[src/rtl/button_conditioner_pkg.sv]
// Shared types, default timing constants and sizing helper for the pushbutton conditioner.
package button_conditioner_pkg;

    typedef enum logic [1:0] {
        IDLE,
        PULSE,
        WAIT_DELAY,
        WAIT_REPEAT
    } strobe_state_e;

    // Defaults assume a 25 MHz pixel clock.
    localparam int unsigned DEF_DEBOUNCE_CYCLES = 250000;
    localparam int unsigned DEF_PULSE_CYCLES    = 8;
    localparam int unsigned DEF_REPEAT_DELAY    = 12500000;
    localparam int unsigned DEF_REPEAT_PERIOD   = 2500000;

    // Bits needed to hold any value in 0..max_val.
    function automatic int unsigned cnt_width(input int unsigned max_val);
        return (max_val < 2) ? 1 : $clog2(max_val + 1);
    endfunction

endpackage

[src/rtl/button_channel.sv]
// One pushbutton lane: 2-flop synchroniser, debouncer and press/auto-repeat strobe FSM.
//
//   state       | meaning
//   ------------+------------------------------------------------------------
//   IDLE        | strobe high, waiting for an uncancelled debounced press
//   PULSE       | strobe low for PULSE_CYCLES; always runs to completion
//   WAIT_DELAY  | strobe high, held after first pulse, waiting for first repeat
//   WAIT_REPEAT | strobe high, held after a repeat pulse, waiting for the next
//
// The shared timer is a down-counter loaded at every pulse start with
// (interval - 1); it hits zero on the cycle before the next pulse is due.
module button_channel
    import button_conditioner_pkg::*;
#(
    parameter int unsigned DEBOUNCE_CYCLES = DEF_DEBOUNCE_CYCLES,
    parameter int unsigned PULSE_CYCLES    = DEF_PULSE_CYCLES,
    parameter int unsigned REPEAT_DELAY    = DEF_REPEAT_DELAY,
    parameter int unsigned REPEAT_PERIOD   = DEF_REPEAT_PERIOD
) (
    input  logic clk_i,
    input  logic rst_ni,
    input  logic key_ni,
    input  logic cancel_i,
    output logic deb_no,
    output logic strobe_no
);

    localparam int unsigned DW = cnt_width(DEBOUNCE_CYCLES);
    localparam int unsigned TW = cnt_width(REPEAT_DELAY);

    localparam logic [DW-1:0] DEB_MAX     = DW'(DEBOUNCE_CYCLES);
    localparam logic [TW-1:0] DELAY_LOAD  = TW'(REPEAT_DELAY - 1);
    localparam logic [TW-1:0] PERIOD_LOAD = TW'(REPEAT_PERIOD - 1);
    // Timer values seen on the last low cycle of a first / repeat pulse.
    localparam logic [TW-1:0] FIRST_END   = TW'(REPEAT_DELAY - PULSE_CYCLES);
    localparam logic [TW-1:0] REPEAT_END  = TW'(REPEAT_PERIOD - PULSE_CYCLES);

    logic [1:0]    sync_q;
    logic          deb_q, deb_d;
    logic [DW-1:0] deb_cnt_q, deb_cnt_d;
    strobe_state_e state_q;
    logic [TW-1:0] tmr_q;
    logic          first_q;
    logic          strobe_q;

    // Bring the asynchronous key into the clock domain.
    always_ff @(posedge clk_i or negedge rst_ni) begin
        if (!rst_ni) sync_q <= 2'b11;
        else         sync_q <= {sync_q[0], key_ni};
    end

    // Count disagreeing samples; any agreeing sample restarts the count.
    always_comb begin
        deb_d     = deb_q;
        deb_cnt_d = '0;
        if (sync_q[1] != deb_q) begin
            if (deb_cnt_q == DEB_MAX) deb_d     = sync_q[1];
            else                      deb_cnt_d = deb_cnt_q + DW'(1);
        end
    end

    // Debounced level and its stability counter.
    always_ff @(posedge clk_i or negedge rst_ni) begin
        if (!rst_ni) begin
            deb_q     <= 1'b1;
            deb_cnt_q <= '0;
        end else begin
            deb_q     <= deb_d;
            deb_cnt_q <= deb_cnt_d;
        end
    end

    // Strobe FSM with registered active-low output; cancel overrides everything.
    always_ff @(posedge clk_i or negedge rst_ni) begin
        if (!rst_ni) begin
            state_q  <= IDLE;
            tmr_q    <= '0;
            first_q  <= 1'b0;
            strobe_q <= 1'b1;
        end else if (cancel_i) begin
            state_q  <= IDLE;
            tmr_q    <= '0;
            first_q  <= 1'b0;
            strobe_q <= 1'b1;
        end else begin
            case (state_q)
                IDLE: begin
                    if (!deb_q) begin
                        state_q  <= PULSE;
                        tmr_q    <= DELAY_LOAD;
                        first_q  <= 1'b1;
                        strobe_q <= 1'b0;
                    end
                end
                PULSE: begin
                    tmr_q <= tmr_q - TW'(1);
                    if (tmr_q == (first_q ? FIRST_END : REPEAT_END)) begin
                        strobe_q <= 1'b1;
                        if (deb_q) begin
                            state_q <= IDLE;
                            tmr_q   <= '0;
                        end else if (first_q) begin
                            state_q <= WAIT_DELAY;
                        end else begin
                            state_q <= WAIT_REPEAT;
                        end
                    end
                end
                WAIT_DELAY, WAIT_REPEAT: begin
                    if (deb_q) begin
                        state_q <= IDLE;
                        tmr_q   <= '0;
                    end else if (tmr_q == '0) begin
                        state_q  <= PULSE;
                        tmr_q    <= PERIOD_LOAD;
                        first_q  <= 1'b0;
                        strobe_q <= 1'b0;
                    end else begin
                        tmr_q <= tmr_q - TW'(1);
                    end
                end
                default: begin
                    state_q  <= IDLE;
                    strobe_q <= 1'b1;
                end
            endcase
        end
    end

    assign deb_no    = deb_q;
    assign strobe_no = strobe_q;

endmodule

[src/rtl/button_conditioner.sv]
// Four-button conditioner: per-key lanes plus opposite-pair cancellation.
module button_conditioner
    import button_conditioner_pkg::*;
#(
    parameter int unsigned DEBOUNCE_CYCLES = DEF_DEBOUNCE_CYCLES,
    parameter int unsigned PULSE_CYCLES    = DEF_PULSE_CYCLES,
    parameter int unsigned REPEAT_DELAY    = DEF_REPEAT_DELAY,
    parameter int unsigned REPEAT_PERIOD   = DEF_REPEAT_PERIOD
) (
    input  logic iVGA_CLK,
    input  logic iRST_n,
    input  logic iKEY_up,
    input  logic iKEY_down,
    input  logic iKEY_left,
    input  logic iKEY_right,
    output logic up,
    output logic down,
    output logic left,
    output logic right
);

    logic deb_up_n, deb_down_n, deb_left_n, deb_right_n;
    logic cancel_ud, cancel_lr;

    // Both keys of an opposite pair held means no intent; silence both lanes.
    assign cancel_ud = ~deb_up_n   & ~deb_down_n;
    assign cancel_lr = ~deb_left_n & ~deb_right_n;

    button_channel #(
        .DEBOUNCE_CYCLES(DEBOUNCE_CYCLES), .PULSE_CYCLES(PULSE_CYCLES),
        .REPEAT_DELAY(REPEAT_DELAY), .REPEAT_PERIOD(REPEAT_PERIOD)
    ) u_up (
        .clk_i(iVGA_CLK), .rst_ni(iRST_n), .key_ni(iKEY_up),
        .cancel_i(cancel_ud), .deb_no(deb_up_n), .strobe_no(up)
    );

    button_channel #(
        .DEBOUNCE_CYCLES(DEBOUNCE_CYCLES), .PULSE_CYCLES(PULSE_CYCLES),
        .REPEAT_DELAY(REPEAT_DELAY), .REPEAT_PERIOD(REPEAT_PERIOD)
    ) u_down (
        .clk_i(iVGA_CLK), .rst_ni(iRST_n), .key_ni(iKEY_down),
        .cancel_i(cancel_ud), .deb_no(deb_down_n), .strobe_no(down)
    );

    button_channel #(
        .DEBOUNCE_CYCLES(DEBOUNCE_CYCLES), .PULSE_CYCLES(PULSE_CYCLES),
        .REPEAT_DELAY(REPEAT_DELAY), .REPEAT_PERIOD(REPEAT_PERIOD)
    ) u_left (
        .clk_i(iVGA_CLK), .rst_ni(iRST_n), .key_ni(iKEY_left),
        .cancel_i(cancel_lr), .deb_no(deb_left_n), .strobe_no(left)
    );

    button_channel #(
        .DEBOUNCE_CYCLES(DEBOUNCE_CYCLES), .PULSE_CYCLES(PULSE_CYCLES),
        .REPEAT_DELAY(REPEAT_DELAY), .REPEAT_PERIOD(REPEAT_PERIOD)
    ) u_right (
        .clk_i(iVGA_CLK), .rst_ni(iRST_n), .key_ni(iKEY_right),
        .cancel_i(cancel_lr), .deb_no(deb_right_n), .strobe_no(right)
    );

endmodule

[config.mk]
export PLATFORM = sky130hd
export DESIGN_NAME = button_conditioner
export DESIGN_NICKNAME = d
export VERILOG_FILES = /design/src/rtl/button_conditioner_pkg.sv /design/src/rtl/button_channel.sv /design/src/rtl/button_conditioner.sv
export SDC_FILE = /design/constraint.sdc
export NUM_CORES = 1
export LEC_CHECK = 0
export BUFFER_PORTS_ARGS = -buffer_cell sky130_fd_sc_hd__buf_2
export CAP_MARGIN = 20
export CORE_UTILIZATION = 64
export CTS_CLUSTER_SIZE = 12
export DETAILED_ROUTE_END_ITERATION = 8
export PLACE_DENSITY = 0.91
export SETUP_SLACK_MARGIN = 0.3
export SLEW_MARGIN = 20
export SYNTH_ARGS = -nofsm -noshare
export SYNTH_HDL_FRONTEND = slang
export SYNTH_SLANG_ARGS = --single-unit
export TNS_END_PERCENT = 5
[constraint.sdc]
create_clock -name iVGA_CLK -period 3.4 [get_ports iVGA_CLK]
set_clock_uncertainty 0.05 [all_clocks]
set_input_delay 0.85 -clock iVGA_CLK [delete_from_list [all_inputs] [get_ports iVGA_CLK]]
set_output_delay 0.85 -clock iVGA_CLK [all_outputs]
set_load 0.02 [all_outputs]
==> results of run 1 <==
==> cell families after synthesis <==
group | share of synthesized area, %
flip-flops | 42.9
adder cells (fa/ha/maj) | 1.74
buffers and inverters | 3.30
AO/OA/AOI/OAI | 18.4
XOR/XNOR | 5.73
AND/OR/NAND/NOR | 27.6
multiplexers | 0.273
==> final timing paths <==
check / startpoint / end / slack, ns / cells after the start
worst max-delay path: u_left.tmr_q[7]$_DFFE_PN0N_ / u_left.tmr_q[23]$_DFFE_PN0N_ / 0.37 / 6
worst min-delay path: u_left.sync_q[0]$_DFF_PN1_ / u_left.sync_q[1]$_DFF_PN1_ / 0.31 / 0
worst max register to register: u_left.tmr_q[7]$_DFFE_PN0N_ / u_left.tmr_q[23]$_DFFE_PN0N_ / 0.37 / 6
worst min register to register: u_left.sync_q[0]$_DFF_PN1_ / u_left.sync_q[1]$_DFF_PN1_ / 0.31 / 0
max in group asynchronous: iRST_n / u_left.deb_no$_DFFE_PN1P_ / 2.12 / 2
min in group asynchronous: iRST_n / u_up.tmr_q[14]$_DFFE_PN0P_ / 0.39 / 1
==> cell usage after synthesis, types with 8 or more instances <==
cell type    n  area share, %
dfrtp_1    180             39
nor2_1     178            5.8
nand2_1    128            4.2
a21oi_1     87            3.8
o21ai_0     83            3.6
nand3_1     70            3.1
clkbuf_1    52            1.7
nor3_1      52            2.3
xor2_1      47            3.6
inv_1       38            1.2
nor4_1      34            1.9
xnor2_1     28            2.1
nand4_1     24            1.3
or3_1       22            1.2
a31oi_1     18           0.98
dfstp_2     16            3.7
ha_1        16            1.7
or4_1       15           0.98
a21o_1      14           0.92
o31ai_1     14           0.92
and3_1      12           0.65
nand2b_1    12           0.65
or2_2       11           0.60
nor4bb_1    10           0.87
o211ai_1    10           0.65
o22ai_1     10           0.55
a22oi_1      8           0.52
nand4b_1     8           0.61
o21a_1       8           0.52
==> metrics by stage <==
| stage | power, mW | hold WS, ns | util, % |
|---|---|---|---|
| 2_1_floorplan | 2.45 | 0.295 | - |
| 3_3_place_gp | 2.52 | 0.297 | 67.4 |
| 3_5_place_dp | 2.52 | 0.297 | 67.4 |
| 4_1_cts | 4.54 | 0.310 | 70.9 |
| 5_1_grt | 4.64 | 0.310 | 70.9 |
| 6_report | 4.50 | 0.308 | 70.9 |
==> power by group <==
group	switching (mW)	internal [mW]	leakage, nW
Clock	0.884	1.15	0.283
Combinational	0.0759	0.0279	2.63
Sequential	0.0174	2.35	2.67
Total	0.978	3.53	5.58
==> routing by layer <==
layer	up-vias	wire, um	GRT usage (%)
met1	4978	11700	43.9
met4	0	694	12.8
met2	555	12900	49.7
li1	4886	-	-
met3	79	2320	5.15
met5	-	0	0
==> critical path, delay by kind of cell, from the launching register on <==
kind | cells | cell delay (ns)
flip-flops | 1 | 0.44
AND/OR/NAND/NOR | 4 | 2.02
AO/OA/AOI/OAI | 2 | 0.38
==> final cells by class <==
| type | instances | share of cell area [%] |
|---|---|---|
| clock buffers | 22 | 3.84 |
| clock inverters | 10 | 0.993 |
| inverters | 39 | 1.19 |
| multi-input cells | 1049 | 50.0 |
| flip-flops and latches | 196 | 39.9 |
| well taps | 225 | 2.28 |
| repair buffers | 28 | 1.79 |
==> flip-flops by register name, indices dropped and copies added (netlist names), 18 cells and up <==
| signal | flops |
|---|---|
| u_down.deb_cnt_q | 18 |
| u_down.tmr_q | 24 |
| u_left.deb_cnt_q | 18 |
| u_left.tmr_q | 24 |
| u_right.deb_cnt_q | 18 |
| u_right.tmr_q | 24 |
| u_up.deb_cnt_q | 18 |
| u_up.tmr_q | 24 |
==> placed cells by master, fill, tap and decap left out, types with 8 or more instances in the layout <==
cell type	Yosys	routed
o21a_1	8	8
nor4_1	34	34
o22ai_1	10	10
ha_1	16	16
o211ai_1	10	10
and3_1	12	12
dfrtp_1	180	180
dfstp_2	16	16
a21o_1	14	14
or3_1	22	22
a31oi_1	18	18
nor4bb_1	10	10
buf_2	6	8
nand2_1	128	128
clkbuf_16	0	17
or2_2	11	11
a21oi_1	87	87
buf_4	0	17
nor2_1	178	178
inv_1	38	38
nand4_1	24	24
o21ai_0	83	82
nand3_1	70	70
nor3_1	52	52
xnor2_1	28	28
xor2_1	47	47
nand2b_1	12	12
nand4b_1	8	8
or4_1	15	15
o31ai_1	14	14
==> what timing repair did <==
action,4_1_cts,5_1_grt
setup endpoints to repair,0,3
buffers inserted,0,0
resized for setup,0,1
==> key figures, run 1 <==
Worst setup path
  • Critical path required time: 3.65 ns
  • Worst path cell trace: nor4_1, nand4_1, or3_1, a41o_1, nand2_1, o311ai_0
  • Slowest-stage cell, CP: nor4_1
  • Crit Path Category: reg -> reg
  • Startpoint types: register
  • Worst Path Max Fanout: 9
  • Worst setup EP type: register
  • Critical path arrival: 3.28 ns
  • Crit-path max cell delay: 0.83 ns

Global route
  • GRT Overall Usage: 31.7%
  • Gr ovfl total: 0
  • Initial antenna violation count: 0
  • Pin count of the biggest net entering global routing: 79
  • First-pass GRT wire length: 46900 um
  • Vias in the first global route: 9912

Final layout
  • Fin area: 12300 um2
  • Final Non-Filler Cells: 1569
  • # diodes: 0
  • Fillers: 1302
  • Layout area overhead: 7.62%
  • Register area: 4920 um2
  • Final net count: 1353
  • Footprint of the multi-input gates: 6180 um2
  • Layout cells sized above 1: 7.66%

Floorplan
  • Die area: 18500 um2
  • Core area: 17400 um2
  • Die W: 136 um
  • Starting Density: 65.9%
  • Core Rows: 48
  • I/O pin count: 10
  • Die height: 136 um

Timing
  • Sum of negative setup slack: 0 ns
  • Count of pins over their slew limit: 0
  • Worst Tran Pin Value: 0.972 ns
  • Final hold vios: 0
  • Final setup fails: 0
  • Slew headroom: 34.9%
  • Fmax achieved: 330 MHz
  • RSZ-0062 raised after global routing: true
  • Final period util: 89.0%
  • Crit path time final: 3.03 ns
  • Final setup margin: 0.374 ns

Clocking
  • CTS tree: built
  • Later-pin clock latency in the skew report: 0.44 ns
  • Clock sink count: 196
  • CTS max path bufs: 2
  • Num CTS Buffers: 17
  • Hold_buf cts: 0
  • Root buffer cell: clkbuf_16
  • Clk slew on worst S/H paths: 0.07 ns
  • H-tree depth: 4

Yosys
  • Cell Area, Synth: 11500 um2
  • Number of synthesized register bits: 196
  • Distinct cells, synth: 76
  • Asr flop ratio synth: 100%
  • Post-synthesis sequential area ratio: 42.9%
  • Yosys warns: 0
  • Post-Synthesis Cells: 1344
  • Ys flop type: dfrtp_1
  • Post-synth net total: 1366
  • Syn Area/Cell: 8.54 um2
  • Number of synthesized flops with an enable pin: 0

Flow run
  • Max Cap Violations: 0

Status
  • Status: complete, no violations

Placed design
  • GP Congestion: 0.978
  • Placed inst area: 11700 um2
  • Cell total after placement: 1537
  • PortBufs: 9
  • Place WS: 0.487 ns
  • Final HPWL DP: 18900 um

Power and ir drop
  • Pwr per Cell Area: 365 nW/um2
  • Maximum vdd drop: 0.466 mV
  • Pleak: 5.58 nW

Drt
  • DR WL/cell: 17.6 um
  • First DRT Iteration DRCs: 1106
  • Pre-antenna DRT Iters: 8
  • Via count: 10.5k
  • DRC: 0
  • DR vias/cell: 6.69
  • Post-route ant nets: 0
  • Routed wire length: 27600 um

Worst hold path
  • Worst min path class: reg -> reg
(Power assumes the default switching activity.)
==> inputs of run 2 (changes only) <==
--- a/config.mk
+++ b/config.mk
@@ -7,6 +7,7 @@
 export LEC_CHECK = 0
 export BUFFER_PORTS_ARGS = -buffer_cell sky130_fd_sc_hd__buf_2
 export CAP_MARGIN = 20
+export CORE_MARGIN = 2
 export CORE_UTILIZATION = 64
 export CTS_CLUSTER_SIZE = 12
 export DETAILED_ROUTE_END_ITERATION = 8
==> run 2 against run 1 <==
  * Die area rose by 3.0%
  * Worst setup slack improved by 0.12 ns
  * Power fell by 0.83%
  * Clock-buffer cell count fell by 3
  * Routed wire length rose by 2.4%
  * Flip-flop and latch count did not move
  * Fmax rose by 4.1%
  * Critical path type unchanged
  * Clock power barely moved
  * Register-to-register slack improved by 0.12 ns
  * Core utilization fell by 0.18 points
  * Critical path depth rose by 1
  * Design area fell by 0.25%
==> key figures, run 2 (synthesis results as in run 1) <==
Placed design
  • Cell total after placement: 1534
  • GP Congestion: 0.986
  • Final HPWL DP: 19100 um
  • PortBufs: 9

Final layout
  • Layout area overhead: 7.35%
  • Most common cell after layout, fill and taps aside: dfrtp_1
  • Most frequent cells in the layout: dfrtp_1 (180), nor2_1 (178), nand2_1 (128)
  • # diodes: 0
  • Final Non-Filler Cells: 1566
  • Layout cells sized above 1: 7.53%
  • Final net count: 1350
  • Fillers: 1314

Timing
  • Crit path time final: 2.91 ns
  • Final period util: 85.5%
  • Slew headroom: 37.8%
  • Fmax achieved: 344 MHz
  • Final hold vios: 0
  • Worst Tran Pin Value: 0.929 ns
  • Sum of negative setup slack: 0 ns
  • Count of pins over their slew limit: 0
  • Final setup fails: 0
  • RSZ-0062 raised after global routing: true

Floorplan
  • Die W: 138 um
  • Die height: 138 um
  • Die area: 19000 um2
  • Core Rows: 48
  • I/O pin count: 10
  • Core area: 17400 um2
  • Starting Density: 65.9%

Flow run
  • Max Cap Violations: 0

Worst setup path
  • Reg2Reg Launch Point: u_up.tmr_q[0]$_DFFE_PN0P_
  • Crit Path Category: reg -> reg
  • Slowest-stage cell, CP: or4b_2
  • Worst path cell trace: inv_1, ha_1, or4b_2, nor4_1, nand2_1, o21ai_0, o221a_2
  • Critical path arrival: 3.24 ns
  • Reg2Reg Setup Slack: 0.49 ns
  • Stages on the worst setup path: 7
  • Crit-path max cell delay: 0.63 ns
  • Startpoint types: register
  • Worst Setup EP: u_up.tmr_q[4]$_DFFE_PN0P_
  • Critical path launch point: u_up.tmr_q[0]$_DFFE_PN0P_
  • CP bufs+invs: 1
  • Worst setup EP type: register
  • Worst Path Max Fanout: 7
  • Top delay family on crit path: simple AND/OR/NAND/NOR gates
  • R2r worst-path depth: 7
  • Reg-to-reg endpoint: u_up.tmr_q[4]$_DFFE_PN0P_
  • Critical path required time: 3.73 ns

Drt
  • DR vias/cell: 6.77
  • First DRT Iteration DRCs: 1065
  • Post-route ant nets: 0
  • Routed wire length: 28300 um
  • DR WL/cell: 18.1 um
  • DRC: 0
  • Pre-antenna DRT Iters: 6
  • Via count: 10.6k

Clocking
  • Root buffer cell: clkbuf_16
  • CTS-repair resized insts: 0
  • Num CTS Buffers: 17
  • Hold_buf cts: 0
  • Clock sink count: 196
  • Clk slew on worst S/H paths: 0.07 ns
  • Setup Fix Bufs, Post-CTS: 0
  • CTS tree: built
  • CTS max path bufs: 2
  • Later-pin clock latency in the skew report: 0.44 ns
  • H-tree depth: 4

Global route
  • Gr ovfl total: 0
  • GRT Overall Usage: 31.1%
  • First-pass GRT wire length: 47500 um
  • Vias in the first global route: 9896
  • Initial antenna violation count: 0
  • Pin count of the biggest net entering global routing: 77

Power and ir drop
  • Maximum vdd drop: 0.381 mV
  • Final total power: 4.47 mW
  • Pwr per Cell Area: 363 nW/um2
  • Pleak: 5.56 nW

Status
  • Status: complete, no violations

Worst hold path
  • Worst min path class: in -> async
## run 2: changes by cell type in the layout (fill, tap and decap cells not counted), sizes merged
cell	before	now
bufinv	2	1
clkinvlp	3	4
buf	27	24
clkbuf	23	20
inv	39	42
## run 2: worst register-to-register path, stage by stage, from the launching register on
cell,delay [ns]
dfrtp_1,0.38
inv_1,0.11
ha_1,0.16
or4b_2,0.63
nor4_1,0.40
nand2_1,0.27
o21ai_0,0.55
o221a_2,0.30
## run 2: worst min-delay path by stage
stage | to | cells after the start
after floorplan | u_down.sync_q[1]$_DFF_PN1_ | 0
after global placement | u_left.sync_q[1]$_DFF_PN1_ | 0
after detailed placement | u_up.sync_q[1]$_DFF_PN1_ | 0
after CTS | u_left.sync_q[1]$_DFF_PN1_ | 0
after global routing | u_left.sync_q[1]$_DFF_PN1_ | 0
final | u_up.tmr_q[16]$_DFFE_PN0P_ | 1
## run 2: per-stage QoR
step / hold slack, ns / util, % / setup slack [ns] / area, um2
3_3_place_gp: 0.297 / 67.3 / 0.547 / 11700
2_1_floorplan: 0.295 / - / 0.840 / 11500
6_report: 0.307 / 70.7 / 0.493 / 12300
5_1_grt: 0.316 / 70.7 / 0.227 / 12300
4_1_cts: 0.309 / 70.7 / 0.457 / 12300
3_5_place_dp: 0.298 / 67.3 / 0.466 / 11700
## run 2: area by class of cell
| type | count | area [um2] | share of cell area [%] |
|---|---|---|---|
| clock buffers | 19 | 443 | 3.60 |
| clock inverters | 13 | 145 | 1.18 |
| inverters | 39 | 146 | 1.19 |
| multi-input cells | 1049 | 6180 | 50.1 |
| flip-flops and latches | 196 | 4920 | 40.0 |
| well taps | 225 | 282 | 2.29 |
| repair buffers | 25 | 199 | 1.62 |
## run 2: metal layers
metal | vias to the layer above | part of all wire, % | global-route usage, %
met5 | - | 0 | 0
met4 | 0 | 2.6 | 10.6
met3 | 96 | 8.1 | 5.88
met2 | 551 | 47 | 49.7
met1 | 5074 | 42 | 42.9
li1 | 4888 | - | -
## run 2: power breakdown
part | switching (mW) | internal (mW) | total, mW
combinational | 0.0745 | 0.0255 | 0.100
sequential | 0.0184 | 2.35 | 2.37
clock | 0.943 | 1.06 | 2.00
total | 1.04 | 3.43 | 4.47
